==> src/rtl/sd_clk_gen_if.sv <==
// Control/status bundle for the SD bus clock generator.
// SD_CLKGEN_HOLD_EN adds the hold (flow-control) signal.
interface sd_clk_gen_if #(
  parameter int DIV_W = 8
) ();
  logic             en;
  logic [DIV_W-1:0] div_i;
  logic             div_load;
  logic             div_ack;
  logic             sd_clk;
  logic             rise_stb;
  logic             fall_stb;
  logic             running;
`ifdef SD_CLKGEN_HOLD_EN
  logic             hold;
`endif

  modport master (
    output en, div_i, div_load,
`ifdef SD_CLKGEN_HOLD_EN
    output hold,
`endif
    input  div_ack, sd_clk, rise_stb, fall_stb, running
  );

  modport slave (
    input  en, div_i, div_load,
`ifdef SD_CLKGEN_HOLD_EN
    input  hold,
`endif
    output div_ack, sd_clk, rise_stb, fall_stb, running
  );
endinterface

==> src/rtl/sd_clk_gen.sv <==
// SD bus clock generator: programmable divider with launch/sample strobes,
// glitch-free start/stop and deferred divisor changes. SD_CLKGEN_HOLD_EN adds hold/PAUSE.
module sd_clk_gen #(
  parameter int          DIV_W   = 8,
  parameter int unsigned DIV_RST = 33
) (
  input logic         clk,
  input logic         rst,
  sd_clk_gen_if.slave bus
);

`ifdef SD_CLKGEN_HOLD_EN
  typedef enum logic [1:0] {IDLE = 2'd0, RUN = 2'd1, PAUSE = 2'd2} state_t;
`else
  typedef enum logic [1:0] {IDLE = 2'd0, RUN = 2'd1} state_t;
`endif

  localparam logic [DIV_W-1:0] DIV_RST_V = DIV_W'(DIV_RST);

  state_t           state_r;
  logic [DIV_W-1:0] cnt_r;
  logic [DIV_W-1:0] div_act_r;
  logic [DIV_W-1:0] div_pend_r;
  logic             pend_r;
  logic             sd_clk_r;
  logic             rise_r;
  logic             fall_r;
  logic             ack_r;
  logic             running_r;

  logic             hold_s;
  logic             stop_s;
  logic             hit_s;
  logic             apply_s;
  logic [DIV_W-1:0] new_div_s;
  state_t           stop_tgt_s;

`ifdef SD_CLKGEN_HOLD_EN
  assign hold_s = bus.hold;
`else
  assign hold_s = 1'b0;
`endif

  assign stop_s = !bus.en || hold_s;
  assign hit_s  = (cnt_r == div_act_r);

  // Divisor to install at an apply point: a load in the same cycle beats an older pending one.
  always_comb begin
    apply_s   = 1'b0;
    new_div_s = div_act_r;
    if (bus.div_load) begin
      apply_s   = 1'b1;
      new_div_s = bus.div_i;
    end else if (pend_r) begin
      apply_s   = 1'b1;
      new_div_s = div_pend_r;
    end else begin
      apply_s   = 1'b0;
      new_div_s = div_act_r;
    end
  end

  // Where a stop request lands: a hold with the bus still enabled parks in PAUSE.
  always_comb begin
    stop_tgt_s = IDLE;
`ifdef SD_CLKGEN_HOLD_EN
    if (bus.en) begin
      stop_tgt_s = PAUSE;
    end else begin
      stop_tgt_s = IDLE;
    end
`endif
  end

  // Main sequencer: state, half-period counter, divisor bookkeeping and registered outputs.
  always_ff @(posedge clk) begin
    if (rst) begin
      state_r    <= IDLE;
      cnt_r      <= '0;
      div_act_r  <= DIV_RST_V;
      div_pend_r <= '0;
      pend_r     <= 1'b0;
      sd_clk_r   <= 1'b0;
      rise_r     <= 1'b0;
      fall_r     <= 1'b0;
      ack_r      <= 1'b0;
      running_r  <= 1'b0;
    end else begin
      rise_r <= 1'b0;
      fall_r <= 1'b0;
      ack_r  <= 1'b0;
      case (state_r)
        IDLE: begin
          cnt_r    <= '0;
          sd_clk_r <= 1'b0;
          pend_r   <= 1'b0;
          if (bus.div_load) begin
            div_act_r <= bus.div_i;
            ack_r     <= 1'b1;
          end
          state_r   <= bus.en ? RUN : IDLE;
          running_r <= bus.en;
        end
`ifdef SD_CLKGEN_HOLD_EN
        PAUSE: begin
          cnt_r    <= '0;
          sd_clk_r <= 1'b0;
          pend_r   <= 1'b0;
          if (bus.div_load) begin
            div_act_r <= bus.div_i;
            ack_r     <= 1'b1;
          end
          if (!bus.en) begin
            state_r   <= IDLE;
            running_r <= 1'b0;
          end else if (!hold_s) begin
            state_r   <= RUN;
            running_r <= 1'b1;
          end else begin
            state_r   <= PAUSE;
            running_r <= 1'b1;
          end
        end
`endif
        RUN: begin
          if (bus.div_load) begin
            div_pend_r <= bus.div_i;
            pend_r     <= 1'b1;
          end
          if (!sd_clk_r && stop_s) begin
            // Low phase: stopping here cannot shorten a high phase.
            cnt_r     <= '0;
            pend_r    <= 1'b0;
            state_r   <= stop_tgt_s;
            running_r <= (stop_tgt_s != IDLE);
            if (apply_s) begin
              div_act_r <= new_div_s;
              ack_r     <= 1'b1;
            end
          end else if (hit_s) begin
            cnt_r    <= '0;
            sd_clk_r <= ~sd_clk_r;
            if (sd_clk_r) begin
              fall_r <= 1'b1;
              pend_r <= 1'b0;
              if (apply_s) begin
                div_act_r <= new_div_s;
                ack_r     <= 1'b1;
              end
              if (stop_s) begin
                state_r   <= stop_tgt_s;
                running_r <= (stop_tgt_s != IDLE);
              end
            end else begin
              rise_r <= 1'b1;
            end
          end else begin
            cnt_r <= cnt_r + DIV_W'(1'b1);
          end
        end
        default: begin
          state_r   <= IDLE;
          cnt_r     <= '0;
          sd_clk_r  <= 1'b0;
          pend_r    <= 1'b0;
          running_r <= 1'b0;
        end
      endcase
    end
  end

  assign bus.sd_clk   = sd_clk_r;
  assign bus.rise_stb = rise_r;
  assign bus.fall_stb = fall_r;
  assign bus.div_ack  = ack_r;
  assign bus.running  = running_r;

endmodule

==> src/flat_wrapper.sv <==
// flat-port wrapper written by rule: the top's interface ports become plain ports
module sd_clk_gen_flat 
#(
  parameter int          DIV_W   = 8,
  parameter int unsigned DIV_RST = 33
)
  (clk, rst, bus_en, bus_div_i, bus_div_load, bus_div_ack, bus_sd_clk, bus_rise_stb, bus_fall_stb, bus_running);
  sd_clk_gen_if #(.DIV_W(DIV_W)) bus_i ();
  input logic clk;
  input logic rst;
  input wire logic [$bits(bus_i.en)-1:0] bus_en;
  input wire logic [$bits(bus_i.div_i)-1:0] bus_div_i;
  input wire logic [$bits(bus_i.div_load)-1:0] bus_div_load;
  output wire logic [$bits(bus_i.div_ack)-1:0] bus_div_ack;
  output wire logic [$bits(bus_i.sd_clk)-1:0] bus_sd_clk;
  output wire logic [$bits(bus_i.rise_stb)-1:0] bus_rise_stb;
  output wire logic [$bits(bus_i.fall_stb)-1:0] bus_fall_stb;
  output wire logic [$bits(bus_i.running)-1:0] bus_running;
  assign bus_i.en = bus_en;
  assign bus_i.div_i = bus_div_i;
  assign bus_i.div_load = bus_div_load;
  assign bus_div_ack = bus_i.div_ack;
  assign bus_sd_clk = bus_i.sd_clk;
  assign bus_rise_stb = bus_i.rise_stb;
  assign bus_fall_stb = bus_i.fall_stb;
  assign bus_running = bus_i.running;
  sd_clk_gen #(.DIV_W(DIV_W), .DIV_RST(DIV_RST)) u_core (.clk(clk), .rst(rst), .bus(bus_i));
endmodule
==> config.mk <==
export PLATFORM = sky130hd
export DESIGN_NAME = sd_clk_gen_flat
export DESIGN_NICKNAME = d
export VERILOG_FILES = /design/src/rtl/sd_clk_gen_if.sv /design/src/rtl/sd_clk_gen.sv /design/src/flat_wrapper.sv
export SDC_FILE = /design/constraint.sdc
export NUM_CORES = 1
export LEC_CHECK = 0
export BUFFER_PORTS_ARGS = -buffer_cell sky130_fd_sc_hd__buf_2
export CAP_MARGIN = 20
export CORE_AREA = 8 8 67 69
export CTS_CLUSTER_SIZE = 25
export DETAILED_ROUTE_END_ITERATION = 12
export DIE_AREA = 0 0 75 77
export GPL_ROUTABILITY_DRIVEN = 0
export GPL_TIMING_DRIVEN = 0
export SLEW_MARGIN = 20
export SYNTH_ARGS = -nofsm -noshare
export SYNTH_HDL_FRONTEND = slang
export SYNTH_SLANG_ARGS = --single-unit
==> constraint.sdc <==
create_clock -name clk -period 1.8 [get_ports clk]
set_clock_uncertainty 0.05 [all_clocks]
set_input_delay 0.09 -clock clk [delete_from_list [all_inputs] [get_ports clk]]
set_output_delay 0.09 -clock clk [all_outputs]
set_load 0.01 [all_outputs]
==> metrics.txt, run 1 <==
GRT Overall Usage 0.105; sequential cell area 601 um2; Slew headroom 0.670; drt wl/cell between 10 and 15 um; detailed-router iteration count before antenna repair 4; clock network power share 0.322; Synth Area in Compound Gates 0.183; synth warn 0; vias approximately 1100; Worst Path Arrival roughly 1900 ps; #FFs+latches synth 30; first-pass GRT wire length between 4000 and 5000 um; uppermost layer routed met4; TritonCTS Buffers 5; final hold violations 0; syn nets about 160; Area Overhead vs Synth 21.2%; Final period util 0.922; Final setup viols 0; net switching power 0.000343 W; pin count of the biggest net entering global routing 11; setup TNS 0 ps; Pint roughly 0.00096 W; vias in the first global route ~1100; combinational power share 0.134; Worst VDD drop 0.412 mV; Req. time, crit path around 2000 ps; sequential area share after synthesis 0.447; Site Rows 22; Power Dens Cells approximately 800 nW/um2; Worst path max stage delay between 400 and 500 ps; clock buffer depth 2; DP HPWL approximately 2000 um; Syn Std Cell Area about 1300 um2; sequential fraction of design power 0.544; worst slew pin tran approximately 500 ps; minimum clock period about 1700 ps; RSZ-0062 raised after global routing no; postcts setup bufs 0; initial core utilization 0.384; initial drt markers 39; CP top delay family compound AO/OA/AOI/OAI gates; area of the multi-input gates between 600 and 700 um2; Sw Share 0.263; adder-cell share of the synthesized area 0.00931; Worst Path Class, Setup reg -> reg; Critical Path End Type flop; crit-path cells xnor2_2 > nand4_2 > o21bai_4 > buf_6 > a21oi_2 > a311oi_2; Hold Slack approximately 180 ps; fin. max-slew vios 0; Async S/R FF share, synth 0; most frequent cells in the layout dfxtp_1 (30), a21oi_1 (16), buf_2 (16), nand3_1 (13), nor2_1 (12); outcome finished clean; critical path's slowest cell dfxtp_1; Synth Area in XOR/XNOR 0.103; ANT cells 0; Root Driver clkbuf_4; most common cell after layout, fill and taps aside dfxtp_1; Residual DRC 0; Leakage 0.627 nW; Max Freq approximately 0.6 GHz; Die Ht 77 um; clock-pin transition on the worst setup and hold timing paths approximately 90 ps; Die Width around 75 um; worst hold path class in -> reg; CP Buf/Inv Count 1; Routed met2 length between 1000 and 1500 um; I/O pins 17; initial antenna violation count 0; main combinational cell family by area after synthesis compound AO/OA/AOI/OAI gates; Unique masters post-synth 30; # Max-Cap Violations 0; met3 wire len around 99 um; share of cells above drive strength 1 0.217; Port Buffers 15; Clk Latency, worst-skew pair between 300 and 400 ps; Simple-Gate Fraction of Synth Area 0.157; Via density a little under 5; syn avg cell area between 9 and 10 um2; CTS tree yes; Num Clock Sinks 30; filler cell count ~350; Remaining Overflow, GRT 0; post-CTS resize count 0; Cells after Synth about 140; dominant synthesized flop cell dfxtp_1; # H-tree levels 2; critical path fanouts, max 10; Post-synth EDFFs 0; Die Area 5780 um2; startpoint types flop; nets 187; final WL roughly 2700 um; Routed Antenna Nets 0; core area between 3000 and 4000 um2; multiplexer share of the synthesized area 0.0615; met1 wire length 1230 um
layout make-up:
type,count,area share
Clock inverter,1,0.00307
Sequential cell,30,0.369
Multi-Input combinational cell,102,0.425
Clock buffer,7,0.0338
Inverter,4,0.00922
Buffer,7,0.0223
Tap cell,48,0.0369
Timing Repair Buffer,24,0.101
per-layer routing:
metal | vias to the layer above | global-route usage
li1 | 571 | -
met1 | 481 | 0.117
met2 | 17 | 0.170
met3 | 6 | 0.0338
met4 | 0 | 0.0529
met5 | - | 0
worst register-to-register path: cells and delay by family (launching register included):
kind / cells / cell delay [ps]
DFF: 1 / 470
buffers and inverters: 1 / 170
xor gates and xnor gates: 1 / 150
AOI/OAI and AO/OA: 3 / 530
and+or+nand+nor: 1 / 210
per-stage QoR:
stage	utilization	cells	instance area [um2]	power [W]	setup WS (ps)
CTS	0.466	223	1630	0.00132	135
detailed placement	0.423	206	1480	0.000889	161
global route	0.466	223	1630	0.00137	36.2
global placement	0.423	206	1480	0.000884	202
finish	0.466	223	1630	0.00131	141
floorplan	-	143	1340	0.000845	324
cells by family after synthesis:
logic type               Yosys count
AO/OA/AOI/OAI                     34
multiplexers                       8
flip-flops                        30
buffers and inverters             11
adder cells (fa/ha/maj)            1
AND/OR/NAND/NOR                   44
XOR/XNOR                          15
final timing paths:
kind | cells past startpoint | slack (ps) | start | end
max | 6 | 140 | u_core.cnt_r[2] | u_core.div_act_r[6]
min | 3 | 180 | rst | u_core.div_act_r[0]
max reg2reg | 6 | 140 | u_core.cnt_r[2] | u_core.div_act_r[6]
min reg2reg | 2 | 410 | u_core.div_pend_r[4] | u_core.div_pend_r[4]
cells in the mapped netlist (3+ instances only):
cell type  instances  area (um2)
xnor2_1            9        78.8
o21ai_0            3        15.0
nor2_1            12        45.0
nand2_1           10        37.5
clkbuf_1           4        15.0
inv_1              4        15.0
a21oi_1           16        80.1
xor2_1             5        43.8
a311oi_1           4        35.0
dfxtp_1           30         601
nor3_1             4        20.0
nand3_1           13        65.1
mux2i_1            6        60.1
flip-flops by register name, indices dropped and copies added (netlist names):
name,flops
u_core.state_r,1
u_core.bus.sd_clk,1
u_core.pend_r,1
u_core.bus.fall_stb,1
u_core.div_pend_r,8
u_core.bus.rise_stb,1
u_core.cnt_r,8
u_core.bus.div_ack,1
u_core.div_act_r,8
power by group through the flow:
stage	clock network (W)	registers [W]	logic (W)
finish	0.000421	0.000711	0.000175
global placement	0	0.000726	0.000158
detailed placement	0	0.000727	0.000162
global route	0.000465	0.000715	0.000194
floorplan	0	0.000724	0.000120
CTS	0.000428	0.000712	0.000177
repair_timing:
action	in CTS	in global routing
hold buffers	9	0
setup endpoints to repair	0	0
endpoints found under the hold margin	9	0
Power figures use the tool's default switching activity.
==> run 2, diff against run 1 <==
--- a/config.mk
+++ b/config.mk
@@ -5,9 +5,10 @@
 export SDC_FILE = /design/constraint.sdc
 export NUM_CORES = 1
 export LEC_CHECK = 0
-export BUFFER_PORTS_ARGS = -buffer_cell sky130_fd_sc_hd__buf_2
+export BUFFER_PORTS_ARGS = -buffer_cell sky130_fd_sc_hd__buf_4
 export CAP_MARGIN = 20
 export CORE_AREA = 8 8 67 69
+export CTS_CLUSTER_DIAMETER = 120
 export CTS_CLUSTER_SIZE = 25
 export DETAILED_ROUTE_END_ITERATION = 12
 export DIE_AREA = 0 0 75 77
==> run 2 against run 1 <==
Net effect: sequential cell count unchanged; total power down 4.6%; final area grew 1.4%; cell count fell by 0.45%; critical path depth unchanged.
==> metrics.txt, run 2 (synthesis gave the netlist of run 1 again) <==
outcome finished clean; final hold violations 0; Worst Path Class, Setup reg -> reg; most frequent cells in the layout dfxtp_1 (30), a21oi_1 (16), buf_4 (15), nand3_1 (13), nor2_1 (12); most common cell after layout, fill and taps aside dfxtp_1; RSZ-0062 raised after global routing no; capturing point of the worst reg2reg path u_core.div_act_r[7]; Max Freq ~0.6 GHz; Site Rows 22; Port Buffers 15; Area Overhead vs Synth 22.9%; Critical R2R Launch u_core.cnt_r[2]; met1 Track Usage GR 0.125; final WL ~2700 um; Leakage about 0.63 nW; Die Width approximately 75 um; initial drt markers 28; Clk Latency, worst-skew pair between 300 and 400 ps; GR met2 Demand/Resource 0.157; Critical Path End Type flop; # Max-Cap Violations 0; worst hold path class in -> reg; critical path's slowest cell dfxtp_1; # H-tree levels 2; critical path fanouts, max 10; Slew headroom 0.658; I/O pins 17; clock-pin transition on the worst setup and hold timing paths around 80 ps; ANT cells 0; Num Clock Sinks 30; first-pass GRT wire length roughly 4800 um; Routed Antenna Nets 0; top flop regs u_core.cnt_r x8, u_core.div_act_r x8, u_core.div_pend_r x8; minimum clock period between 1500 and 2000 ps; CP Buf/Inv Count 1; Hold Crit Depth 3; postcts setup bufs 0; Die Ht between 70 and 80 um; Hold EP u_core.div_act_r[0]; Residual DRC 0; initial antenna violation count 0; Final period util 0.924; CP top delay family compound AO/OA/AOI/OAI gates; DP HPWL between 2000 and 2500 um; worst slew pin tran 512 ps; GRT Overall Usage 0.105; Worst VDD drop between 0.4 and 0.5 mV; Remaining Overflow, GRT 0; area of the multi-input gates 692 um2; detailed-router iteration count before antenna repair 4; initial core utilization 0.384; Root Driver clkbuf_4; FF-to-FF path depth 6; fin. max-slew vios 0; Final setup viols 0; filler cell count roughly 340; CTS tree yes; Worst path max stage delay 450 ps; vias in the first global route 1116; clock buffer depth 2; Via density 4.89; startpoint types flop; TritonCTS Buffers 5; hold path start rst; routing usage on met3 0.0390; nets roughly 190; Worst Path Arrival roughly 1900 ps; drt wl/cell 12.0 um; Req. time, crit path between 1500 and 2000 ps; crit-path cells xnor2_2 > nand4_2 > o21bai_4 > buf_6 > a21oi_2 > a311oi_2; Reg2Reg Setup Slack between 100 and 150 ps; pin count of the biggest net entering global routing 11; Top Usage Layer GRT met2; post-CTS resize count 0; Die Area around 5800 um2; sequential cell area 601 um2; vias between 1000 and 1500; share of cells above drive strength 1 0.207; Hold Slack approximately 190 ps; Power Dens Cells 755 nW/um2; setup TNS 0 ps; core area 3500 um2
run 2: stage by stage:
stage          instances  setup WS, ps   util  total power, W  cell area (um2)
6_report             222           137  0.472         0.00125             1650
5_1_grt              222          21.1  0.472         0.00132             1650
4_1_cts              222           131  0.472         0.00127             1650
3_5_place_dp         206           153  0.434        0.000898             1520
3_3_place_gp         206           203  0.434        0.000892             1520
2_1_floorplan        143           324      -        0.000845             1340
run 2: worst max path at each step:
| stage | start | endpoint | slack [ps] | cells after the start |
|---|---|---|---|---|
| 2_1_floorplan | u_core.cnt_r[2] | u_core.div_act_r[6] | 320 | 6 |
| 3_3_place_gp | u_core.cnt_r[2] | u_core.div_act_r[7] | 200 | 6 |
| 3_5_place_dp | u_core.cnt_r[2] | u_core.div_act_r[7] | 150 | 6 |
| 4_1_cts | u_core.cnt_r[2] | u_core.div_act_r[7] | 130 | 6 |
| 5_1_grt | u_core.cnt_r[2] | u_core.div_act_r[6] | 20 | 6 |
| 6_report | u_core.cnt_r[2] | u_core.div_act_r[7] | 140 | 6 |
run 2: area by class of cell:
type / count / share of cell area
repair buffers: 24 / 0.123
clock buffers: 7 / 0.0273
well taps: 48 / 0.0364
inverters: 4 / 0.00909
plain buffers: 7 / 0.0220
multi-input cells: 102 / 0.419
flip-flops and latches: 30 / 0.364
run 2: where the power goes:
| part | internal (W) | leakage (nW) | switching (W) | total (W) |
|---|---|---|---|---|
| registers | 0.000691 | 0.245 | 0.0000208 | 0.000712 |
| clock network | 0.000147 | 0.0254 | 0.000204 | 0.000351 |
| logic | 0.0000915 | 0.355 | 0.0000928 | 0.000184 |
| total | 0.000930 | 0.626 | 0.000318 | 0.00125 |
run 2: worst register-to-register path, cell delays in order (launching register included):
cell      delay [ps]
dfxtp_1          450
xnor2_2          140
nand4_2          220
o21bai_4         260
buf_6            170
a21oi_2           60
a311oi_2         220
run 2: repair_timing:
action,CTS,global route
endpoints found under the hold margin,9,0
setup endpoints to repair,0,0
hold buffers,9,0
run 2: per-layer routing:
metal  wire, um  share of wire
met2       1310           0.49
met3         91          0.034
met5          0              0
met4         47          0.018
met1       1220           0.46
==> run 3, diff against run 2 <==
--- a/config.mk
+++ b/config.mk
@@ -7,11 +7,11 @@
 export LEC_CHECK = 0
 export BUFFER_PORTS_ARGS = -buffer_cell sky130_fd_sc_hd__buf_4
 export CAP_MARGIN = 20
-export CORE_AREA = 8 8 67 69
+export CORE_AREA = 2 2 61 63
 export CTS_CLUSTER_DIAMETER = 120
 export CTS_CLUSTER_SIZE = 25
 export DETAILED_ROUTE_END_ITERATION = 12
-export DIE_AREA = 0 0 75 77
+export DIE_AREA = 0 0 63 65
 export GPL_ROUTABILITY_DRIVEN = 0
 export GPL_TIMING_DRIVEN = 0
 export SLEW_MARGIN = 20
==> run 3 against run 2 <==
Net effect: non-clock buffer count fell by 3; critical path depth did not move; utilization fell by 0.86 points; sequential share of layout area rose by 0.67 points; largest power group unchanged.
==> metrics.txt, run 3 (synthesis gave the netlist of run 1 again) <==
core area around 3500 um2; Worst VDD drop about 0.42 mV; initial drt markers 43; post-CTS resize count 0; Layout Cell Area excl Fill about 1600 um2; RSZ-0062 raised after global routing no; Power Dens Cells 772 nW/um2; Port Buffers 15; most frequent cells in the layout dfxtp_1 (30), a21oi_1 (16), buf_4 (15), nand3_1 (13), nor2_1 (12); startpoint types flop; critical path fanouts, max 10; sequential cell area about 600 um2; vias in the first global route roughly 1000; Num Clock Sinks 30; most common cell after layout, fill and taps aside dfxtp_1; Worst Path Arrival ~1800 ps; initial antenna violation count 0; vias ~1100; top flop regs u_core.cnt_r x8, u_core.div_act_r x8, u_core.div_pend_r x8; worst hold path class in -> reg; placed instance area around 1500 um2; # H-tree levels 2; nets around 180; TritonCTS Buffers 5; Hold Slack ~3.2 ps; Final setup viols 0; area of the multi-input gates slightly below 700 um2; Max Freq slightly above 0.6 GHz; clock-pin transition on the worst setup and hold timing paths about 90 ps; Area Overhead vs Synth 20.7%; Clk Latency, worst-skew pair 320 ps; Routed Antenna Nets 0; drt wl/cell ~12 um; share of cells above drive strength 1 0.211; Die Width about 63 um; pin count of the biggest net entering global routing 11; Die Area just over 4000 um2; Residual DRC 0; GRT Overall Usage 0.149; Root Driver clkbuf_4; filler cell count approximately 360; clock buffer depth 2; Die Ht around 65 um; Leakage a little over 0.6 nW; Worst Path Class, Setup reg -> reg; Final period util 0.909; fin. max-slew vios 0; setup TNS 0 ps; Site Rows 22; first-pass GRT wire length ~4700 um; final WL 2650 um; Via density slightly below 5; initial core utilization 0.384; I/O pins 17; Slew headroom 0.685; final hold violations 0; # Max-Cap Violations 0; detailed-router iteration count before antenna repair 4; Remaining Overflow, GRT 0; ANT cells 0; Req. time, crit path ~2000 ps; minimum clock period 1640 ps; CTS tree yes; outcome finished clean; worst slew pin tran around 470 ps; Critical Path End Type flop; DP HPWL 1980 um
run 3: cell count changes in the layout (fill, tap and decap cells not counted):
cell,change
dlygate4sd3_1,-3
run 3: per-stage QoR:
| step | util | setup slack (ps) | instances | power (W) |
|---|---|---|---|---|
| floorplan | - | 324 | 143 | 0.000845 |
| global placement | 0.434 | 204 | 206 | 0.000892 |
| detailed placement | 0.434 | 150 | 206 | 0.000897 |
| CTS | 0.464 | 129 | 219 | 0.00126 |
| global route | 0.464 | 40.2 | 219 | 0.00132 |
| finish | 0.464 | 164 | 219 | 0.00125 |
run 3: layout make-up:
cell class                      instances  area share
Clock buffer                            7      0.0278
Buffer                                  7      0.0224
Sequential cell                        30       0.370
Inverter                                4     0.00926
Timing Repair Buffer                   21       0.106
Multi-Input combinational cell        102       0.427
Tap cell                               48      0.0370
run 3: critical path, stage by stage (launching register included):
cell and delay [ps]:
dfxtp_1 460, xnor2_2 140, nand4_2 200, o21bai_4 250, buf_6 170, a21oi_2 60, a311oi_2 220
run 3: final timing paths:
path / start / end / slack [ps] / cells past startpoint
worst max-delay path: u_core.cnt_r[2] / u_core.div_act_r[7] / 160 / 6
worst min-delay path: bus_en / u_core.state_r[0] / 3 / 3
worst min register to register: u_core.div_pend_r[7] / u_core.div_pend_r[7] / 410 / 2
worst max register to register: u_core.cnt_r[2] / u_core.div_act_r[7] / 160 / 6
run 3: what timing repair did:
| item | in CTS | in global routing |
|---|---|---|
| hold endpoints to repair | 6 | 0 |
| buffers inserted | 0 | 0 |
| hold buffers | 6 | 0 |
run 3: per-layer routing:
layer | part of all wire | track usage | up-vias
li1 | - | - | 557
met5 | 0 | 0 | -
met4 | 0.019 | 0.0667 | 0
met1 | 0.47 | 0.178 | 490
met3 | 0.033 | 0.0469 | 7
met2 | 0.48 | 0.245 | 13
run 3: where the power goes:
group	switching [W]	internal, W	total (W)
clock network	0.000215	0.000147	0.000362
logic	0.0000910	0.0000873	0.000178
registers	0.0000204	0.000691	0.000711
